--- config.mk ---
export PLATFORM = sky130hd
export DESIGN_NAME = decode_ctrl
export DESIGN_NICKNAME = d
export VERILOG_FILES = /design/src/rtl/decode_pkg.sv /design/src/rtl/decode_ctrl_sat_counter.sv /design/src/rtl/decode_ctrl.sv
export SDC_FILE = /design/constraint.sdc
export NUM_CORES = 1
export LEC_CHECK = 0
export ABC_AREA = 1
export CORE_MARGIN = 1
export CORE_UTILIZATION = 53
export DETAILED_ROUTE_END_ITERATION = 10
export MAX_ROUTING_LAYER = met4
export PLACE_DENSITY = 0.92
export SLEW_MARGIN = 10
export SYNTH_ARGS = -nofsm -noshare
export SYNTH_HDL_FRONTEND = slang
export SYNTH_SLANG_ARGS = --single-unit
--- constraint.sdc ---
create_clock -name clk -period 5.9 [get_ports clk]
set_clock_uncertainty 0.15 [all_clocks]
set_input_delay 1.18 -clock clk [delete_from_list [all_inputs] [get_ports clk]]
set_output_delay 1.18 -clock clk [all_outputs]
set_load 0.05 [all_outputs]
--- src/rtl/decode_pkg.sv ---
// Shared types and code points for the SECDED decode controller.
package decode_pkg;

  typedef enum logic [1:0] {
    IDLE,
    CHECK,
    FIX,
    DONE
  } state_t;

  localparam logic [1:0] MODE_SMALL   = 2'b00;
  localparam logic [1:0] MODE_MEDIUM  = 2'b01;
  localparam logic [1:0] MODE_LARGE   = 2'b10;
  localparam logic [1:0] MODE_ILLEGAL = 2'b11;

  localparam logic [1:0] NOF_NONE   = 2'b00;
  localparam logic [1:0] NOF_SINGLE = 2'b10;
  localparam logic [1:0] NOF_DOUBLE = 2'b01;

  localparam logic [1:0] ST_CLEAN   = 2'b00;
  localparam logic [1:0] ST_FIXED   = 2'b10;
  localparam logic [1:0] ST_DOUBLE  = 2'b01;
  localparam logic [1:0] ST_ILLEGAL = 2'b11;

  function automatic logic [31:0] flip_bit(input logic [31:0] word, input logic [4:0] idx);
    return word ^ (32'h1 << idx);
  endfunction

endpackage

--- src/rtl/decode_ctrl_sat_counter.sv ---
// Saturating event counter with synchronous clear taking priority over increment.
module sat_counter #(
  parameter int unsigned CNT_W = 16
) (
  input  logic             clk,
  input  logic             rst,
  input  logic             clr,
  input  logic             inc,
  output logic [CNT_W-1:0] count
);

  always_ff @(posedge clk or posedge rst) begin
    if (rst) begin
      count <= '0;
    end else if (clr) begin
      count <= '0;
    end else if (inc && (count != '1)) begin
      count <= count + 1'b1;
    end
  end

endmodule

--- src/rtl/decode_ctrl.sv ---
// Sequences one codeword through the external syndrome datapath, corrects single
// errors and returns data/status over valid/ready, with error statistics.
module decode_ctrl
  import decode_pkg::*;
#(
  parameter int unsigned CNT_W = 16
) (
  input  logic             clk,
  input  logic             rst,
  input  logic             in_valid,
  output logic             in_ready,
  input  logic [31:0]      in_data,
  input  logic [4:0]       in_yin,
  input  logic [1:0]       in_mode,
  output logic             out_valid,
  input  logic             out_ready,
  output logic [31:0]      out_data,
  output logic [1:0]       out_status,
  output logic [31:0]      syn_data,
  output logic [4:0]       syn_yin,
  output logic             syn_small,
  output logic             syn_medium,
  input  logic [1:0]       syn_nof,
  input  logic [4:0]       syn_noe,
  input  logic             clr_cnt,
  output logic [CNT_W-1:0] cnt_single,
  output logic [CNT_W-1:0] cnt_double
);

  state_t      state, state_d;
  logic [31:0] data_q, data_d;
  logic [4:0]  yin_q, yin_d;
  logic [1:0]  mode_q, mode_d;
  logic [4:0]  noe_q, noe_d;
  logic [31:0] out_data_d;
  logic [1:0]  out_status_d;
  logic        inc_single, inc_double;

  always_comb begin
    state_d      = state;
    data_d       = data_q;
    yin_d        = yin_q;
    mode_d       = mode_q;
    noe_d        = noe_q;
    out_data_d   = out_data;
    out_status_d = out_status;
    inc_single   = 1'b0;
    inc_double   = 1'b0;
    case (state)
      IDLE: begin
        if (in_valid) begin
          data_d = in_data;
          yin_d  = in_yin;
          mode_d = in_mode;
          if (in_mode == MODE_ILLEGAL) begin
            out_data_d   = in_data;
            out_status_d = ST_ILLEGAL;
            state_d      = DONE;
          end else begin
            state_d = CHECK;
          end
        end
      end
      CHECK: begin
        // The fault count steers the branch directly; only the index is needed later.
        noe_d = syn_noe;
        case (syn_nof)
          NOF_NONE: begin
            out_data_d   = data_q;
            out_status_d = ST_CLEAN;
            state_d      = DONE;
          end
          NOF_SINGLE: begin
            state_d = FIX;
          end
          default: begin
            out_data_d   = data_q;
            out_status_d = ST_DOUBLE;
            inc_double   = 1'b1;
            state_d      = DONE;
          end
        endcase
      end
      FIX: begin
        out_data_d   = flip_bit(data_q, noe_q);
        out_status_d = ST_FIXED;
        inc_single   = 1'b1;
        state_d      = DONE;
      end
      DONE: begin
        if (out_ready) state_d = IDLE;
      end
      default: state_d = IDLE;
    endcase
  end

  // Stored mode resets to LARGE so both size decodes read low out of reset.
  always_ff @(posedge clk or posedge rst) begin
    if (rst) begin
      state      <= IDLE;
      data_q     <= '0;
      yin_q      <= '0;
      mode_q     <= MODE_LARGE;
      noe_q      <= '0;
      out_data   <= '0;
      out_status <= ST_CLEAN;
    end else begin
      state      <= state_d;
      data_q     <= data_d;
      yin_q      <= yin_d;
      mode_q     <= mode_d;
      noe_q      <= noe_d;
      out_data   <= out_data_d;
      out_status <= out_status_d;
    end
  end

  assign in_ready   = (state == IDLE);
  assign out_valid  = (state == DONE);
  assign syn_data   = data_q;
  assign syn_yin    = yin_q;
  assign syn_small  = (mode_q == MODE_SMALL);
  assign syn_medium = (mode_q == MODE_MEDIUM);

  sat_counter #(.CNT_W(CNT_W)) u_cnt_single (
    .clk   (clk),
    .rst   (rst),
    .clr   (clr_cnt),
    .inc   (inc_single),
    .count (cnt_single)
  );

  sat_counter #(.CNT_W(CNT_W)) u_cnt_double (
    .clk   (clk),
    .rst   (rst),
    .clr   (clr_cnt),
    .inc   (inc_double),
    .count (cnt_double)
  );

endmodule

==> run metrics <==
final WL=around 18 mm; area grow syn2layout=29.5%; router iterations before antenna repair=9; largest net degree at the start of global routing=73; power per cell area=about 610 mW/mm^2; fillers=904; Slew Viols, Final=0; Clock Latency Late Sink=0.34 ns; Slew @ Worst Pin=between 1 and 1.5 ns; post-synthesis mux area share=about 1.1%; Sw Ratio=53.3%; reg2reg end=out_data[15]; WS Path Type=input port to flip-flop; synth unique cells=35; Synth Area in Simple Gates=31.2%; Clock Tree Root=clkbuf_16; most frequent cells in the layout=nand2_1 (237), clkdlybuf4s50_1 (157), a21oi_1 (132); Worst path slowest cell=inv_2; Clock power frac=12.7%; IO buf count=157; hold_buf cts=0; CTS sink count=approximately 110; antenna violations before repair=0; # IOs=158; Final period util=62.4%; Syn Inst Count=between 800 and 900; final global-route overflow total=0; Static Leak=about 3.7 nW; Final Net Count=1069; most common cell after layout, fill and taps aside=nand2_1; core area=0.0116 mm^2; XOR/XNOR Fraction of Synth Area=1.36%; TritonCTS Buffers=9; final count of hold timing violations=0; adder-cell share of the synthesized area=1.56%; Hold Crit Endpoint=out_status[1]; share of layout cells above drive strength 1=roughly 5.3%; Worst setup EP type=flip-flop; CTS tree=done; peak supply drop=477 uV; outcome=finished, violations left; Seq/Total Area, Yosys=43.6%; wire per inst=15.4 um; CP delay by family, top=buffers and inverters; Rows=39; Psw=approximately 2.7 mW; H-tree depth=3; RSZ-0062 raised after global routing=no; design area=around 0.0083 mm^2; required time worst endpoint=between 6 and 7 ns; Setup Viol. Count Final=0; CP startpoint kind=input port; max incr delay on CP=~0.9 ns; Synth Area in Compound Gates=14.1%; max-cap viol count=0; Antenna diodes=0; mapped cell area=0.00643 mm^2; syn_area_per_cell=between 7 and 8 um^2; Starting Density=55.3%; crit path max fanout=35; total number of vias=6493; post-CTS setup buffer count=0; synth warn=0; max-slew headroom at the worst pin=about a quarter; Resize count post-CTS=0; Worst Path Arrival=3.79 ns; Mapped Nets=944; #FFs+latches synth=112; Flop pwr share=between 20% and 30%; Worst Path Buf+Inv=3; post-place instance area=0.00801 mm^2; Final Util=between 70% and 80%; largest family of logic cells by synthesized area=simple AND/OR/NAND/NOR gates; R2R depth=7; cell depth of the worst hold path=2; internal power=2.38 mW; DP Wirelength=12.0 mm; GRT Resource Usage Total=29.3%; Die W=between 100 and 150 um; Fin Setup TNS=0 ns; Tmin final=3.68 ns; non-filler cells, final=about 1.2k; Routed Antenna Nets=0; CTS Buffer Depth=2; Hold Path Origin=out_status[1]; combinational power share=between 60 and 70%; placed cell count=about 1.1k; r2r setup slk=2.46 ns; clk slew on worst S/H paths=0.07 ns; Worst R2R Start=state[1]; DRC Markers=12; die height=112 um; hold crit path type=flip-flop to flip-flop; die footprint=0.0126 mm^2; drt via density=5.61; detailed router's first-iteration violation count=612; Max Clock Freq=272 MHz; GP Congestion=0.901; failing checks=design-rule violations; first-pass GRT wire length=29.3 mm; vias in the first global route=between 6k and 7k; crit-path cells=clkdlybuf4s50_1 > inv_1 > nand3_1 > nand4_2 > inv_2 > nor2_1 > a21oi_1
[Yosys cell counts, drive strengths merged]
library cell,n,area share [%]
buf,20,1.6
o211ai,2,0.23
nor3,1,0.078
mux2,6,1.1
dfrtp,111,43
and2,2,0.19
nand3b,5,0.58
nor2,116,7.7
dfstp,1,0.41
o21bai,7,0.82
xnor2,1,0.14
or2,3,0.29
nand4,42,4.2
a31oi,1,0.097
ha,8,1.6
a21boi,1,0.12
o21a,1,0.23
a21oi,132,10
nand3,53,4.1
nand2,239,14
inv,67,3.9
nor3b,1,0.12
o21ai,30,2.3
xor2,9,1.2
clkbuf,26,1.5
[cell families (layout without fill, tap and decap cells)]
group / after synthesis / in the layout
and+or+nand+nor: 462 / 462
adders and majority gates: 8 / 8
AOI/OAI and AO/OA: 174 / 174
buffers and inverters: 113 / 243
xor gates and xnor gates: 10 / 10
muxes: 6 / 6
DFF: 112 / 112
[registers in the layout, indices dropped and copies added, names as in the netlist]
signal and cells:
out_status 2, u_cnt_single.count 16, syn_data 32, u_cnt_double.count 16
state 2, out_data 32, mode_q 2, noe_q 5
syn_yin 5
[worst register-to-register path, delay by kind of cell (launching register included)]
| kind | cells | cell delay, ns |
|---|---|---|
| AOI/OAI and AO/OA | 1 | 0.15 |
| adders and majority gates | 1 | 0.48 |
| buffers and inverters | 2 | 1.04 |
| DFF | 1 | 0.42 |
| and+or+nand+nor | 3 | 1.12 |
[power by group through the flow]
| stage | logic (mW) | registers [mW] | clock network, mW |
|---|---|---|---|
| 6_report | 3.11 | 1.35 | 0.646 |
| 5_1_grt | 3.34 | 1.39 | 0.683 |
| 3_3_place_gp | 3.01 | 1.34 | 0 |
| 2_1_floorplan | 1.41 | 2.12 | 0 |
| 3_5_place_dp | 3.08 | 1.35 | 0 |
| 4_1_cts | 3.10 | 1.34 | 0.651 |
[through the flow]
stage | setup WS, ns | power [mW] | hold slack, ns
detailed placement | 1.92 | 4.43 | 0.343
global route | 2.00 | 5.41 | 0.387
CTS | 2.24 | 5.09 | 0.356
finish | 2.22 | 5.10 | 0.354
global placement | 2.00 | 4.35 | 0.328
floorplan | 1.61 | 3.52 | 0.357
[routing by layer]
metal / vias up / GRT usage [%] / wire, um
li1: 3162 / - / -
met2: 268 / 49.2 / 8560
met3: 30 / 3.83 / 1140
met5: - / - / 0
met1: 3033 / 37.0 / 7740
met4: 0 / 8.89 / 342
[area by class of cell]
| type | count | area (um^2) | share of cell area, % |
|---|---|---|---|
| clock buffer | 11 | 253 | 3.04 |
| clock inverter | 5 | 65.1 | 0.782 |
| inverter | 67 | 254 | 3.05 |
| multi-input combinational | 660 | 3180 | 38.1 |
| sequential | 112 | 2800 | 33.7 |
| tap | 143 | 179 | 2.15 |
| timing repair buffer | 160 | 1590 | 19.1 |
[how the worst max path moves through the flow]
stage | startpoint | to | slack, ns | cells past startpoint
after detailed placement | in_mode[0] | out_status[0] | 1.92 | 6
after floorplan | rst | mode_q[0] | 1.61 | 1
final | syn_nof[0] | out_data[15] | 2.22 | 7
after global routing | in_mode[1] | out_data[16] | 2.00 | 7
after global placement | syn_nof[0] | out_status[0] | 2.00 | 6
after CTS | syn_nof[0] | out_data[26] | 2.24 | 7
(Power assumes the default switching activity.)
